==> config.mk <==
export PLATFORM = sky130hd
export DESIGN_NAME = wb_mem_bridge
export DESIGN_NICKNAME = d
export VERILOG_FILES = /design/src/rtl/wb_mem_bridge_pkg.sv /design/src/rtl/wb_mem_bridge_tmo.sv /design/src/rtl/wb_mem_bridge.sv
export SDC_FILE = /design/constraint.sdc
export NUM_CORES = 1
export LEC_CHECK = 0
export BUFFER_PORTS_ARGS = -buffer_cell sky130_fd_sc_hd__buf_2
export CORE_UTILIZATION = 25
export CTS_CLUSTER_SIZE = 14
export DETAILED_ROUTE_END_ITERATION = 12
export SYNTH_ARGS = -nofsm -noshare
export SYNTH_HDL_FRONTEND = slang
export SYNTH_SLANG_ARGS = --single-unit
==> constraint.sdc <==
create_clock -name wb_clk_i -period 2.4 [get_ports wb_clk_i]
set_input_delay 0.36 -clock wb_clk_i [delete_from_list [all_inputs] [get_ports wb_clk_i]]
set_output_delay 0.36 -clock wb_clk_i [all_outputs]
set_load 0.02 [all_outputs]
==> src/rtl/wb_mem_bridge_pkg.sv <==
// Shared types and default constants for the Wishbone-to-memory-bus bridge.
// State encoding plus the address window, error data and timeout defaults.
package wb_mem_bridge_pkg;

  typedef enum logic [1:0] {
    IDLE,
    REQ,
    WAIT,
    ACK
  } state_e;

  localparam logic [31:0] DEF_ADDR_BASE      = 32'h3000_0000;
  localparam logic [31:0] DEF_ADDR_MASK      = 32'hFF00_0000;
  localparam logic [31:0] DEF_ERR_DATA       = 32'hDEAD_BEEF;
  localparam int unsigned DEF_TIMEOUT_CYCLES = 255;

  // Downstream bus is word addressed; byte offset travels on the byte enables.
  function automatic logic [31:0] word_addr(input logic [31:0] addr);
    return {addr[31:2], 2'b00};
  endfunction

endpackage

==> src/rtl/wb_mem_bridge_tmo.sv <==
// Transaction timeout counter: counts cycles while run is high, clears otherwise.
// expired flags the last permitted cycle so the bridge completes on the next edge.
module wb_mem_bridge_tmo #(
  parameter int unsigned TIMEOUT_CYCLES = 255
) (
  input  logic clk,
  input  logic rst_n,
  input  logic run,
  output logic expired
);

  localparam int unsigned   CW   = $clog2(TIMEOUT_CYCLES + 1);
  localparam logic [CW-1:0] LAST = CW'(TIMEOUT_CYCLES - 1);

  logic [CW-1:0] cnt;

  always_ff @(posedge clk) begin
    if (!rst_n) begin
      cnt <= '0;
    end else if (run) begin
      cnt <= cnt + CW'(1);
    end else begin
      cnt <= '0;
    end
  end

  assign expired = run && (cnt == LAST);

endmodule

==> src/rtl/wb_mem_bridge.sv <==
// Caravel Wishbone slave bridging classic WB cycles onto the req/gnt/rvalid memory bus.
// Optional response timeout enabled by defining WB_MEM_BRIDGE_TIMEOUT_EN.
module wb_mem_bridge
  import wb_mem_bridge_pkg::*;
#(
  parameter logic [31:0] ADDR_BASE      = DEF_ADDR_BASE,
  parameter logic [31:0] ADDR_MASK      = DEF_ADDR_MASK,
  parameter logic [31:0] ERR_DATA       = DEF_ERR_DATA,
  parameter int unsigned TIMEOUT_CYCLES = DEF_TIMEOUT_CYCLES
) (
  input  logic        wb_clk_i,
  input  logic        wb_rst_ni,
  input  logic        wbs_cyc_i,
  input  logic        wbs_stb_i,
  input  logic        wbs_we_i,
  input  logic [3:0]  wbs_sel_i,
  input  logic [31:0] wbs_adr_i,
  input  logic [31:0] wbs_dat_i,
  output logic        wbs_ack_o,
  output logic [31:0] wbs_dat_o,
  output logic        req_o,
  input  logic        gnt_i,
  output logic        we_o,
  output logic [3:0]  be_o,
  output logic [31:0] addr_o,
  output logic [31:0] wdata_o,
  input  logic        rvalid_i,
  input  logic [31:0] rdata_i,
  input  logic        err_i,
  output logic        err_o
);

  state_e state;
  logic   aborted;
  logic   in_window;
  logic   keep;
  logic   timeout;
  logic   rsp_valid;

  assign in_window = (wbs_adr_i & ADDR_MASK) == ADDR_BASE;
  // The master still wants the result only if it never dropped cyc.
  assign keep      = wbs_cyc_i && !aborted;

`ifdef WB_MEM_BRIDGE_TIMEOUT_EN
  logic tmo_run;
  logic drain;

  assign tmo_run = (state == REQ) || (state == WAIT);

  wb_mem_bridge_tmo #(
    .TIMEOUT_CYCLES(TIMEOUT_CYCLES)
  ) u_tmo (
    .clk    (wb_clk_i),
    .rst_n  (wb_rst_ni),
    .run    (tmo_run),
    .expired(timeout)
  );

  // A response that arrives after its transaction timed out belongs to nobody.
  always_ff @(posedge wb_clk_i) begin
    if (!wb_rst_ni) begin
      drain <= 1'b0;
    end else if (drain && rvalid_i) begin
      drain <= 1'b0;
    end else if ((state == WAIT) && timeout && !rvalid_i) begin
      drain <= 1'b1;
    end
  end

  assign rsp_valid = rvalid_i && !drain;
`else
  logic unused_tmo_cfg;

  assign unused_tmo_cfg = ^TIMEOUT_CYCLES;
  assign timeout        = 1'b0;
  assign rsp_valid      = rvalid_i;
`endif

  // NOTE: registered state and outputs use non-blocking assignments so every
  // branch sees the values from before this edge.
  always_ff @(posedge wb_clk_i) begin
    if (!wb_rst_ni) begin
      state     <= IDLE;
      aborted   <= 1'b0;
      wbs_ack_o <= 1'b0;
      wbs_dat_o <= '0;
      req_o     <= 1'b0;
      we_o      <= 1'b0;
      be_o      <= '0;
      addr_o    <= '0;
      wdata_o   <= '0;
      err_o     <= 1'b0;
    end else begin
      wbs_ack_o <= 1'b0;
      case (state)
        IDLE: begin
          if (wbs_cyc_i && wbs_stb_i) begin
            if (in_window) begin
              addr_o  <= word_addr(wbs_adr_i);
              wdata_o <= wbs_dat_i;
              be_o    <= wbs_sel_i;
              we_o    <= wbs_we_i;
              req_o   <= 1'b1;
              aborted <= 1'b0;
              state   <= REQ;
            end else begin
              wbs_dat_o <= ERR_DATA;
              wbs_ack_o <= 1'b1;
              err_o     <= 1'b1;
              state     <= ACK;
            end
          end
        end

        REQ: begin
          if (!wbs_cyc_i) aborted <= 1'b1;
          if (gnt_i) begin
            req_o <= 1'b0;
            state <= WAIT;
          end else if (timeout) begin
            req_o <= 1'b0;
            err_o <= 1'b1;
            if (keep) begin
              wbs_dat_o <= ERR_DATA;
              wbs_ack_o <= 1'b1;
              state     <= ACK;
            end else begin
              state <= IDLE;
            end
          end
        end

        WAIT: begin
          if (!wbs_cyc_i) aborted <= 1'b1;
          if (rsp_valid) begin
            if (err_i) err_o <= 1'b1;
            if (keep) begin
              wbs_dat_o <= err_i ? ERR_DATA : (we_o ? 32'h0 : rdata_i);
              wbs_ack_o <= 1'b1;
              state     <= ACK;
            end else begin
              state <= IDLE;
            end
          end else if (timeout) begin
            err_o <= 1'b1;
            if (keep) begin
              wbs_dat_o <= ERR_DATA;
              wbs_ack_o <= 1'b1;
              state     <= ACK;
            end else begin
              state <= IDLE;
            end
          end
        end

        ACK: begin
          state <= IDLE;
        end

        default: begin
          state <= IDLE;
        end
      endcase
    end
  end

endmodule

==> out/results.tsv <==
metric	value	unit
Clock Tree Root	clkbuf_16	
Lkg Pwr	0.00259	uW
most common cell after layout, fill and taps aside	buf_2	
Hold Path End	addr_o[20]$_SDFFE_PN0P_	
vias in the first global route	3415	
# Max-Cap Violations	0	
crit end category	flop	
final std cells w/o fill	856	
final hold vios	0	
Worst path max stage delay	0.35	ns
Final Setup Violations	0	
minimum clock period	1.80	ns
YS warnings	0	
Syn Std Cell Area	4130	um^2
Async SR Flop Fraction	0	%
fin nets	746	
Reg-to-Reg End	wbs_dat_o[23]$_SDFFE_PN0P_	
Critical-path top delay cell	dfxtp_1	
sequence of cells on the critical path	inv_1, ha_1, a21boi_2, nor2_2, nand4b_2, buf_4, o221a_2	
via-per-instance ratio	4.29	
Placed Cells	840	
# DRC	0	
final period utilization	75.0	%
CTS Buffer Depth	2	
post-place setup slack	0.581	ns
synth-to-layout area growth	37.4	%
register area share after synthesis	50.9	%
PD cells	835	nW/um^2
Num CTS Buffers	9	
cts repair resizes	0	
Crit Path Category	reg2reg	
DPL Wire Length	7.55	mm
share of layout cells above drive strength 1	41.4	%
global-route wire length before repair	16.5	mm
worst endpoint required time	2.64	ns
H-tree depth	3	
reg2reg setup slack	0.60	ns
Avg Cell Area, Syn	9.40	um^2
Initial Util	25.8	%
EDFF count, synth	0	
diodes inserted	0	
DIE HEIGHT	130	um
commonest cells after routing, fill and taps aside	buf_2 (207), nand2_1 (138), dfxtp_1 (105)	
hold path depth	3	
min-delay src	wbs_adr_i[20]	
Synth Flop Type	dfxtp_1	
aggregate negative setup slack	0	ns
initial antenna violation count	0	
total global routing overflow	0	
floorplan row count	46	
Max IR drop VDD	0.000426	V
Setup WS post-layout	0.599	ns
hold crit path type	in2reg	
Post-CTS Hold Fix Bufs	0	
Final GP Congestion	0.703	
RSZ-0062 raised after global routing	no	
Peak Freq	555	MHz
crit-path max FO	24	
via count	3668	
Post CTS Setup Buffer Count	0	
Slew Limit Fails	0	
CTS tree	built	
Skew-Pair Late Insertion Delay	0.35	ns
die area	17000	um^2
Clock Skews	0.00522	ns
Routed Wire Length	10.8	mm
reg2reg start	state[0]$_SDFFE_PN0P_	
cell count after synthesis	439	
post-route ant nets	0	
crit start category	flop	
Clk pin slew, worst setup/hold paths	0.07	ns
Worst Reg-to-Reg Cells	7	
die width	130	um
total track usage	12.5	%
Starting DRT DRC Count	161	
status	completed	
Core Util, Final	35.4	%
worst path arrival time	2.04	ns
First-pass DRT Iterations	4	
largest net degree at the start of global routing	49	
IO Port Bufs	207	
CTS Sinks	105	
synth unique cells	38	
routed len/inst	12.6	um
FF+latch count, synth	105	
IO Pins	212	
core area	16000	um^2
[state kept, by name (all words and copies together), names as in the netlist]
signal	cells
req_o	1
wbs_dat_o	32
err_o	1
state	2
wbs_ack_o	1
addr_o	30
wdata_o	32
we_o	1
be_o	4
aborted	1
[area by class of cell]
class / count / area, um^2
sequential: 105 / 2100
clock buffer: 9 / 225
tap: 216 / 270
inverter: 2 / 7.51
clock inverter: 7 / 95.1
fill: 1729 / 10300
timing repair buffer: 219 / 1150
multi-input combinational: 298 / 1820
[cell usage after synthesis (2+ instances only)]
| library cell | instances | area [um^2] |
|---|---|---|
| a21boi_0 | 6 | 45.0 |
| a21boi_1 | 55 | 413 |
| and3_1 | 8 | 50.1 |
| buf_2 | 4 | 20.0 |
| buf_4 | 9 | 67.6 |
| buf_6 | 5 | 56.3 |
| clkbuf_1 | 16 | 60.1 |
| dfxtp_1 | 105 | 2100 |
| ha_1 | 3 | 37.5 |
| inv_1 | 2 | 7.51 |
| mux2i_1 | 8 | 80.1 |
| nand2_1 | 138 | 518 |
| nor2_1 | 3 | 11.3 |
| nor2b_1 | 29 | 181 |
| o211a_1 | 2 | 20.0 |
| o21a_1 | 2 | 15.0 |
| o221a_1 | 3 | 33.8 |
| o221a_2 | 21 | 236 |
[worst max path at each step]
stage	end	start	cells past startpoint	slack, ns
floorplan	wbs_dat_o[0]$_SDFFE_PN0P_	state[0]$_SDFFE_PN0P_	7	0.71
global placement	wbs_dat_o[16]$_SDFFE_PN0P_	wbs_adr_i[31]	6	0.59
detailed placement	wbs_dat_o[23]$_SDFFE_PN0P_	wbs_adr_i[31]	6	0.58
CTS	req_o$_SDFFE_PN0P_	state[0]$_SDFFE_PN0P_	7	0.58
global route	wbs_dat_o[14]$_SDFFE_PN0P_	state[0]$_SDFFE_PN0P_	7	0.46
finish	wbs_dat_o[23]$_SDFFE_PN0P_	state[0]$_SDFFE_PN0P_	7	0.60
[where the power goes]
| group | internal, uW | switching [uW] |
|---|---|---|
| Clock | 912 | 673 |
| Sequential | 1930 | 90.6 |
| Combinational | 532 | 602 |
| Total | 3370 | 1370 |
[per-layer routing]
metal | vias to the layer above | share of wire [%] | wire (um) | global-route usage [%]
li1 | 1861 | - | - | -
met1 | 1666 | 45 | 4900 | 15.1
met2 | 133 | 45 | 4820 | 20.0
met3 | 8 | 8.5 | 918 | 5.17
met4 | 0 | 1.3 | 138 | 4.46
met5 | - | 0 | 0 | 0
[kinds of logic after synthesis]
kind of cell,synth area share (%)
other,0.0908
buffers and inverters,5.21
AND/OR/NAND/NOR,20.9
adder cells (fa/ha/maj),0.909
flip-flops,50.9
AO/OA/AOI/OAI,20.1
multiplexers,1.94
[through the flow]
step,cell area [um^2],power (uW),hold slack [ns]
2_1_floorplan,4130,2860,0.453
3_3_place_gp,5350,3200,0.438
3_5_place_dp,5350,3210,0.443
4_1_cts,5670,4830,0.223
5_1_grt,5670,5010,0.226
6_report,5670,4740,0.242
[critical path: cells and delay by family, from the launching register on]
| family | cells | cell delay (ns) |
|---|---|---|
| compound gates | 2 | 0.48 |
| flops | 1 | 0.35 |
| fa+ha+maj | 1 | 0.28 |
| simple gates | 2 | 0.28 |
| buf+inv | 2 | 0.29 |
No activity file was read; power rests on OpenSTA's default activity.
